$ cat src/rtl/hazard_scoreboard_pkg.sv
// ----------------------------------------------------------------------------
// hazard_scoreboard_pkg
//   Shared constants for the decode-side hazard scoreboard:
//   register file geometry, the link register used by JAL/JALR, the tracked
//   pipeline depth and stage indices, and the default stall counter width.
//   No ports; imported by the interface, the stage flop and the top.
// ----------------------------------------------------------------------------
package hazard_scoreboard_pkg;

    localparam int DEF_REG_W    = 3;
    localparam int DEF_NUM_REGS = 2 ** DEF_REG_W;
    localparam int DEF_DEPTH    = 3;
    localparam int DEF_CNT_W    = 16;

    // JAL/JALR write their return address here.
    localparam logic [DEF_REG_W-1:0] LINK_REG = 3'd7;

    // Tracked stages after ID, youngest first.
    typedef enum logic [1:0] {
        STG_EX  = 2'd0,
        STG_MEM = 2'd1,
        STG_WB  = 2'd2
    } stage_e;

endpackage

$ cat src/rtl/hazard_scoreboard_if.sv
// ----------------------------------------------------------------------------
// hazard_scoreboard_if
//   Decode register-specifier interface.
//   master (decode): drives id_valid, id_rs1/_en, id_rs2/_en, id_rd/_en, flush;
//                    receives stall and pending_mask.
//   slave (scoreboard): the mirror image.
// ----------------------------------------------------------------------------
interface hazard_scoreboard_if
    import hazard_scoreboard_pkg::*;
#(
    parameter int REG_W = DEF_REG_W
);
    logic                  id_valid;
    logic [REG_W-1:0]      id_rs1;
    logic                  id_rs1_en;
    logic [REG_W-1:0]      id_rs2;
    logic                  id_rs2_en;
    logic [REG_W-1:0]      id_rd;
    logic                  id_rd_en;
    logic                  flush;
    logic                  stall;
    logic [2**REG_W-1:0]   pending_mask;

    modport master (
        output id_valid, id_rs1, id_rs1_en, id_rs2, id_rs2_en,
               id_rd, id_rd_en, flush,
        input  stall, pending_mask
    );

    modport slave (
        input  id_valid, id_rs1, id_rs1_en, id_rs2, id_rs2_en,
               id_rd, id_rd_en, flush,
        output stall, pending_mask
    );

endinterface

$ cat src/rtl/hazard_scoreboard_stage.sv
// ----------------------------------------------------------------------------
// hazard_scoreboard_stage
//   One tracked pipeline stage: a {v, rd} flop plus two source-specifier
//   compares (one per ID read port).
//   Ports: clk, rst (async, active high); in_v/in_rd = entry from the younger
//   stage (or the ID load for stage 0); rs1/rs2 = ID source specifiers;
//   v/rd = held entry; hit1/hit2 = valid entry whose rd equals rs1/rs2.
// ----------------------------------------------------------------------------
module hazard_scoreboard_stage
    import hazard_scoreboard_pkg::*;
#(
    parameter int REG_W = DEF_REG_W
) (
    input  logic             clk,
    input  logic             rst,
    input  logic             in_v,
    input  logic [REG_W-1:0] in_rd,
    input  logic [REG_W-1:0] rs1,
    input  logic [REG_W-1:0] rs2,
    output logic             v,
    output logic [REG_W-1:0] rd,
    output logic             hit1,
    output logic             hit2
);

    logic             v_r;
    logic [REG_W-1:0] rd_r;

    // Entry register: advances every cycle, cleared asynchronously.
    always_ff @(posedge clk or posedge rst) begin
        if (rst) begin
            v_r  <= 1'b0;
            rd_r <= {REG_W{1'b0}};
        end else begin
            v_r  <= in_v;
            rd_r <= in_rd;
        end
    end

    assign v    = v_r;
    assign rd   = rd_r;
    assign hit1 = v_r & (rd_r == rs1);
    assign hit2 = v_r & (rd_r == rs2);

endmodule

$ cat src/rtl/hazard_scoreboard.sv
// ----------------------------------------------------------------------------
// hazard_scoreboard
//   Consumer end of the decode register-specifier interface. Tracks in-flight
//   destination writes through EX/MEM/WB and raises stall when an ID source
//   reads a register that is still waiting for writeback (no forwarding).
//   Ports:
//     clk, rst    clock, asynchronous active-high reset
//     sb          hazard_scoreboard_if.slave (ID specifiers, flush, stall,
//                 pending_mask)
//     stall_cnt   saturating count of stalled cycles
//   Parameters: REG_W, DEPTH, RF_BYPASS (WB match ignored when 1), CNT_W.
// ----------------------------------------------------------------------------
module hazard_scoreboard
    import hazard_scoreboard_pkg::*;
#(
    parameter int REG_W     = DEF_REG_W,
    parameter int DEPTH     = DEF_DEPTH,
    parameter int RF_BYPASS = 1,
    parameter int CNT_W     = DEF_CNT_W
) (
    input  logic                 clk,
    input  logic                 rst,
    hazard_scoreboard_if.slave   sb,
    output logic [CNT_W-1:0]     stall_cnt
);

    localparam int NUM_REGS = 2 ** REG_W;

    // Stages that can still hold a value the regfile has not delivered.
    // With write-before-read, the WB stage is already visible to ID.
    localparam logic [DEPTH-1:0] COUNT_MASK =
        (RF_BYPASS != 0) ? {1'b0, {(DEPTH-1){1'b1}}} : {DEPTH{1'b1}};

    logic [DEPTH-1:0]            v_s;
    logic [DEPTH-1:0][REG_W-1:0] rd_s;
    logic [DEPTH-1:0]            hit1_s;
    logic [DEPTH-1:0]            hit2_s;
    logic                        match1_s;
    logic                        match2_s;
    logic                        stall_s;
    logic                        load_v_s;
    logic [NUM_REGS-1:0]         mask_s;
    logic [CNT_W-1:0]            stall_cnt_r;

    // Stage chain: stage 0 takes the ID instruction, later stages shift.
    for (genvar g = 0; g < DEPTH; g++) begin : g_stage
        if (g == 0) begin : g_head
            hazard_scoreboard_stage #(.REG_W(REG_W)) u_stage (
                .clk   (clk),
                .rst   (rst),
                .in_v  (load_v_s),
                .in_rd (sb.id_rd),
                .rs1   (sb.id_rs1),
                .rs2   (sb.id_rs2),
                .v     (v_s[g]),
                .rd    (rd_s[g]),
                .hit1  (hit1_s[g]),
                .hit2  (hit2_s[g])
            );
        end else begin : g_tail
            hazard_scoreboard_stage #(.REG_W(REG_W)) u_stage (
                .clk   (clk),
                .rst   (rst),
                .in_v  (v_s[g-1]),
                .in_rd (rd_s[g-1]),
                .rs1   (sb.id_rs1),
                .rs2   (sb.id_rs2),
                .v     (v_s[g]),
                .rd    (rd_s[g]),
                .hit1  (hit1_s[g]),
                .hit2  (hit2_s[g])
            );
        end
    end

    // Stall OR-tree. The ID instruction is not yet in the chain, so it can
    // never match its own rd; rs1==rs2 collapses into a single stall term.
    always_comb begin
        match1_s = |(hit1_s & COUNT_MASK);
        match2_s = |(hit2_s & COUNT_MASK);
        stall_s  = ~rst & sb.id_valid & ~sb.flush &
                   ((sb.id_rs1_en & match1_s) | (sb.id_rs2_en & match2_s));
        // A stalled or flushed instruction enters EX as a bubble.
        load_v_s = sb.id_valid & sb.id_rd_en & ~sb.flush & ~stall_s;
    end

    // Pending-write mask covers every tracked stage, including WB.
    always_comb begin
        mask_s = {NUM_REGS{1'b0}};
        for (int s = 0; s < DEPTH; s++) begin
            mask_s = mask_s | ({{(NUM_REGS-1){1'b0}}, v_s[s]} << rd_s[s]);
        end
    end

    // Saturating stall-cycle counter.
    always_ff @(posedge clk or posedge rst) begin
        if (rst) begin
            stall_cnt_r <= {CNT_W{1'b0}};
        end else if (stall_s && (stall_cnt_r != {CNT_W{1'b1}})) begin
            stall_cnt_r <= stall_cnt_r + {{(CNT_W-1){1'b0}}, 1'b1};
        end else begin
            stall_cnt_r <= stall_cnt_r;
        end
    end

    assign sb.stall        = stall_s;
    assign sb.pending_mask = mask_s;
    assign stall_cnt       = stall_cnt_r;

endmodule

$ cat src/flat_wrapper.sv
// flat-port wrapper written by rule: the top's interface ports become plain ports
module hazard_scoreboard_flat import hazard_scoreboard_pkg::*;
#(
    parameter int REG_W     = DEF_REG_W,
    parameter int DEPTH     = DEF_DEPTH,
    parameter int RF_BYPASS = 1,
    parameter int CNT_W     = DEF_CNT_W
)
  (clk, rst, stall_cnt, sb_id_valid, sb_id_rs1, sb_id_rs1_en, sb_id_rs2, sb_id_rs2_en, sb_id_rd, sb_id_rd_en, sb_flush, sb_stall, sb_pending_mask);
  hazard_scoreboard_if #(.REG_W(REG_W)) sb_i ();
  input  logic clk;
  input  logic rst;
  output logic [CNT_W-1:0] stall_cnt;
  input wire logic [$bits(sb_i.id_valid)-1:0] sb_id_valid;
  input wire logic [$bits(sb_i.id_rs1)-1:0] sb_id_rs1;
  input wire logic [$bits(sb_i.id_rs1_en)-1:0] sb_id_rs1_en;
  input wire logic [$bits(sb_i.id_rs2)-1:0] sb_id_rs2;
  input wire logic [$bits(sb_i.id_rs2_en)-1:0] sb_id_rs2_en;
  input wire logic [$bits(sb_i.id_rd)-1:0] sb_id_rd;
  input wire logic [$bits(sb_i.id_rd_en)-1:0] sb_id_rd_en;
  input wire logic [$bits(sb_i.flush)-1:0] sb_flush;
  output wire logic [$bits(sb_i.stall)-1:0] sb_stall;
  output wire logic [$bits(sb_i.pending_mask)-1:0] sb_pending_mask;
  assign sb_i.id_valid = sb_id_valid;
  assign sb_i.id_rs1 = sb_id_rs1;
  assign sb_i.id_rs1_en = sb_id_rs1_en;
  assign sb_i.id_rs2 = sb_id_rs2;
  assign sb_i.id_rs2_en = sb_id_rs2_en;
  assign sb_i.id_rd = sb_id_rd;
  assign sb_i.id_rd_en = sb_id_rd_en;
  assign sb_i.flush = sb_flush;
  assign sb_stall = sb_i.stall;
  assign sb_pending_mask = sb_i.pending_mask;
  hazard_scoreboard #(.REG_W(REG_W), .DEPTH(DEPTH), .RF_BYPASS(RF_BYPASS), .CNT_W(CNT_W)) u_core (.clk(clk), .rst(rst), .sb(sb_i), .stall_cnt(stall_cnt));
endmodule
$ cat config.mk
export PLATFORM = sky130hd
export DESIGN_NAME = hazard_scoreboard_flat
export DESIGN_NICKNAME = d
export VERILOG_FILES = /design/src/rtl/hazard_scoreboard_pkg.sv /design/src/rtl/hazard_scoreboard_if.sv /design/src/rtl/hazard_scoreboard_stage.sv /design/src/rtl/hazard_scoreboard.sv /design/src/flat_wrapper.sv
export SDC_FILE = /design/constraint.sdc
export NUM_CORES = 1
export LEC_CHECK = 0
export CORE_UTILIZATION = 40
export CTS_CLUSTER_SIZE = 8
export DETAILED_ROUTE_END_ITERATION = 6
export PLACE_DENSITY = 0.7
export SETUP_SLACK_MARGIN = 0.4
export SLEW_MARGIN = 20
export SYNTH_ARGS = -nofsm -noshare
export SYNTH_HDL_FRONTEND = slang
export SYNTH_SLANG_ARGS = --single-unit
$ cat constraint.sdc
create_clock -name clk -period 2.07 [get_ports clk]
set_clock_uncertainty 0.2 [all_clocks]
set_input_delay 0.621 -clock clk [delete_from_list [all_inputs] [get_ports clk]]
set_output_delay 0.621 -clock clk [all_outputs]
set_load 0.005 [all_outputs]
-- After elaboration in Yosys (flattened, before gate mapping)
Index checks and enable logic that the tools add are counted.
- word-level logic and storage cells: 37
- bits of input ports: 16
- register bits after elaboration: 28
- output and inout port bits: 25
- shift operators: 3
- $add $sub $neg: 1
- reduce and logical (&&, ||, !) cells: 3
- equality and inequality tests: 5
- bitwise logic cells: 18
- operators with widths (kind ; count):
    left shift 1 x 3 -> 8 bit ; 3
    adder 16 x 1 -> 16 bit (second input constant) ; 1
    inequality test 16 bit (second input constant) ; 1
    bitwise OR 8 bit ; 2
    bitwise AND 1 bit ; 12
    equality test 3 bit ; 4
    OR reduction 2 bit ; 2
    NOT 1 bit ; 3
    logical AND 1 bit ; 1
    bitwise OR 1 bit ; 1

-- Logic depth before layout (Yosys ltp)
- word-level depth: 8
- gate-level depth with buffers: 8
- mapped depth without buffers: 6

-- By module
From an unflattened synthesis, not the netlist that was laid out.
- cells, all modules: 144
- area, all modules: 1524.0 um^2
- modules (own cells, without submodules) (module ; cells each ; times used ; area each (um^2)):
    hazard_scoreboard ; 105 ; 1 ; 1002.2
    hazard_scoreboard_stage ; 13 ; 3 ; 173.9

-- Least setup slack after synthesis
Ideal clock, no wire load.
- path kind: input -> output
- from: input rst
- to: output sb_stall
- cell stages on the path: 5
- slack: -0.057 ns
- arrival: 1.306 ns
- path buffers: 0
- cell sequence: nor3b_1 nand2_1 a21oi_1 nor2_1 inv_1
- word-level cells in the longest chain between the ends: 4
- RTL lines (what ; line ; source):
    from (decl) ; flat_wrapper.sv:12 ; input logic rst;
    NOT 1 bit ; hazard_scoreboard.sv:81 ; stall_s = ~rst & sb.id_valid & ~sb.flush &
    bitwise AND 1 bit (3 in a row) ; hazard_scoreboard.sv:81 ;
    to (decl) ; flat_wrapper.sv:22 ; output wire logic [$bits(sb_i.stall)-1:0] sb_stall;
Every way passes these cells.

-- Final worst setup path
- from: register u_core.g_stage[1].g_tail.u_stage.rd_r[0]
- to: output sb_stall
- word-level cells in the longest chain between the ends: 6
- elaborated cells on any way between the ends: 10
- those cells by class: 2 x eq/ne; 6 x bitwise; 2 x reduce/logical
- RTL lines (what ; line ; source):
    from (decl) ; hazard_scoreboard_stage.sv:27 ; logic [REG_W-1:0] rd_r;
    from (signal assigned) ; hazard_scoreboard_stage.sv:33 ; rd_r <= {REG_W{1'b0}};
    from (signal assigned) ; hazard_scoreboard_stage.sv:36 ; rd_r <= in_rd;
    equality test 3 bit (on tied branches) ; hazard_scoreboard_stage.sv:42, hazard_scoreboard_stage.sv:43 ;
    bitwise AND 1 bit (on tied branches) ; hazard_scoreboard_stage.sv:42, hazard_scoreboard_stage.sv:43 ;
    OR reduction 2 bit (on tied branches) ; hazard_scoreboard.sv:79, hazard_scoreboard.sv:80 ;
    bitwise AND 1 bit ; hazard_scoreboard.sv:82 ; ((sb.id_rs1_en & match1_s) | (sb.id_rs2_en & match2_s));
    bitwise OR 1 bit (*) ; hazard_scoreboard.sv:82 ;
    bitwise AND 1 bit (*) ; hazard_scoreboard.sv:81 ;
Every way passes the cells marked *; elsewhere a longest branch is shown, timed or not.

==> metrics.txt <==
Die X 63.17 um; pin count of the biggest net entering global routing 29; Post-synth EDFFs 0; Power Density 417.9 nW/um2; Reg clk slew, reported paths 0.10 ns; Max VDD drop 420.4 uV; worst path arrival time 1.63 ns; Leakage 1.626 nW; Slew @ Worst Pin 0.4859 ns; mean area per synthesized cell 10.04 um2; Reg area 708.2 um2; Root Buffer clkbuf_8; Synth area leader dfrtp_1; Req. time, crit path 1.25 ns; failing checks negative setup slack; multi-input logic area 1145 um2; Most used DFF post-synth dfrtp_1; Num CTS Buffers 3; Starting Density 0.4315; fin crit period 2.455 ns; crit path launch type flip-flop; Die Height 63.17 um; Final nets 285; Placer Congestion 0.8470; worst setup margin -0.3851 ns; GR Overflow Total 0; final clock period utilization by the worst path 1.186; First-pass DRT Iterations 4; Post-Place Worst Slack -1.007 ns; Total Neg Setup Slack -4.998 ns; # hold bufs at CTS 0; synth top area cells dfrtp_1 (47%), xnor2_1 (9.4%), xor2_1 (6.4%), nor3_1 (4.0%), nand4_1 (3.3%); # port buffers 40; first-pass GRT wire length 9.377 mm; fmax 407.3 MHz; Yosys warnings 0; H-tree depth 1; WL/cell 21.67 um; syn_nets 166; vias per inst 5.562; Clock Path Buffers 2; ANT nets after route 0; # rows 21; dpl hpwl 2.879 mm; drt total wl 6.782 mm; Layout area overhead 107.0%; RSZ-0062 raised after global routing true; Critical Path Fanout Max 3; Max Transition Viols Final 0; Slew headroom 0.6759; Hold WC Path Type in2async; CTS tree built; drt first-iter violations 119; post-synth cell types 32; I/O pin count 41; Synth async-reset ratio 1.000; Tot GR Track Use 0.3119; total number of vias 1741; clk_lat worst skew 0.27 ns; setup violators final 23; Sink Count 28; filler cell count 146; Cells after Synth 149; final-report hold violation count 0; Synth Cell Area 1496 um2; max cap viols 0; outcome finished, violations left; post-synth top area share 0.4682; CP Class reg2out; capturing element type of the critical path output pin; DIE AREA 3990 um2; Seq/Total Area, Yosys 0.4682; share of layout cells above drive strength 1 0.6629; WHS 0.2124 ns; Core ar. 3468 um2; antenna violations before repair 0; FF+latch count, synth 28; n_diodes 0; Post-Route Utilization 0.8932; vias in the first global route 1819; Residual DRC 0
-- through the flow --
stage / power, W / area, um2 / cells
final: 0.001295 / 3098 / 313
after global routing: 0.001342 / 3098 / 313
after CTS: 0.001254 / 2870 / 299
after floorplan: 0.0006706 / 1620 / 149
after global placement: 0.0007578 / 2242 / 256
after detailed placement: 0.0007659 / 2242 / 256
-- timing repair --
action / 4_1_cts / 5_1_grt
setup buffers: 38 / 14
hold endpoints to repair: 0 / 0
gates cloned: 1 / 0
setup endpoints to repair: 42 / 39
pin swaps: 31 / 37
resized for setup: 203 / 25
-- flip-flops by register name, summed over array words and instances (netlist names) --
register and flops:
u_core.stall_cnt 16, u_core.g_stage.g_head.u_stage.rd 3, u_core.g_stage.g_tail.u_stage.rd 6, u_core.g_stage.g_tail.u_stage.v 2, u_core.g_stage.g_head.u_stage.v 1
-- cell type report --
| class | count | share of cell area |
|---|---|---|
| inverter | 6 | 0.007270 |
| timing repair buffer | 120 | 0.3530 |
| clock inverter | 1 | 0.009693 |
| sequential | 28 | 0.2286 |
| tap | 46 | 0.01858 |
| multi-input combinational | 109 | 0.3695 |
| clock buffer | 3 | 0.01333 |
-- worst max-delay path, stage by stage (launching register included) --
cell	delay, ns
dfrtp_2	0.43
buf_6	0.14
xnor2_2	0.16
nand4_1	0.15
a21oi_2	0.25
nor2_2	0.07
inv_1	0.05
buf_2	0.10
-- final timing paths --
path / from / to / slack, ns / cells after the start
worst max-delay path: u_core.g_stage[1].g_tail.u_stage.rd[0] / sb_stall / -0.39 / 7
worst min-delay path: rst / u_core.stall_cnt[15] / 0.21 / 3
worst min register to register: u_core.g_stage[0].g_head.u_stage.rd[0] / u_core.g_stage[1].g_tail.u_stage.rd[0] / 0.25 / 0
max in group asynchronous: rst / u_core.g_stage[1].g_tail.u_stage.rd[2] / 1.17 / 3
min in group clk: u_core.g_stage[0].g_head.u_stage.rd[0] / u_core.g_stage[1].g_tail.u_stage.rd[0] / 0.25 / 0
worst max register to register: u_core.g_stage[1].g_tail.u_stage.rd[0] / u_core.stall_cnt[7] / -0.32 / 11
-- synth_stat cells, drive strengths merged, types with 3 or more instances --
cell / n
nand2b: 5
nand2: 12
o21ai: 3
nor3b: 5
buf: 6
nand4b: 4
dfrtp: 28
nand3: 4
nor3: 12
xor2: 11
inv: 6
or3: 3
nand4: 9
nor2: 6
nor4: 3
xnor2: 16
-- report_power, final --
group          internal [W]  leakage (nW)  switching (W)
registers          0.000564         0.345      0.0000216
clock network      0.000259        0.0357       0.000169
logic              0.000163          1.24       0.000119
total              0.000986          1.63       0.000309
-- cells in the final DEF (no fill, tap or decap), types with 4 or more instances in the layout --
| master | instances |
|---|---|
| buf_6 | 43 |
| nor3_4 | 9 |
| dfrtp_2 | 6 |
| buf_2 | 20 |
| dfrtp_1 | 22 |
| clkdlybuf4s50_1 | 6 |
| xnor2_2 | 13 |
| xor2_1 | 10 |
| nand2b_4 | 5 |
| inv_1 | 6 |
| nand2_1 | 12 |
| nand3_1 | 4 |
| nor3b_2 | 4 |
| nand4_1 | 8 |
| buf_4 | 43 |
| nand4b_1 | 4 |
-- cell families after synthesis --
| logic type | count (synthesis) | synth area share |
|---|---|---|
| compound gates | 13 | 0.05937 |
| xor+xnor | 27 | 0.1580 |
| fa+ha+maj | 1 | 0.008360 |
| buf+inv | 12 | 0.03929 |
| flops | 28 | 0.4682 |
| mux | 1 | 0.01003 |
| simple gates | 67 | 0.2567 |
-- layer usage --
metal,part of all wire,routed length [um],GRT usage,vias to the layer above
met5,0,0,0,-
met4,0.045,308,0.1570,0
met3,0.043,290,0.03623,26
met2,0.53,3568,0.5685,81
met1,0.39,2615,0.3551,871
li1,-,-,-,763
No activity file was read; power rests on OpenSTA's default activity.
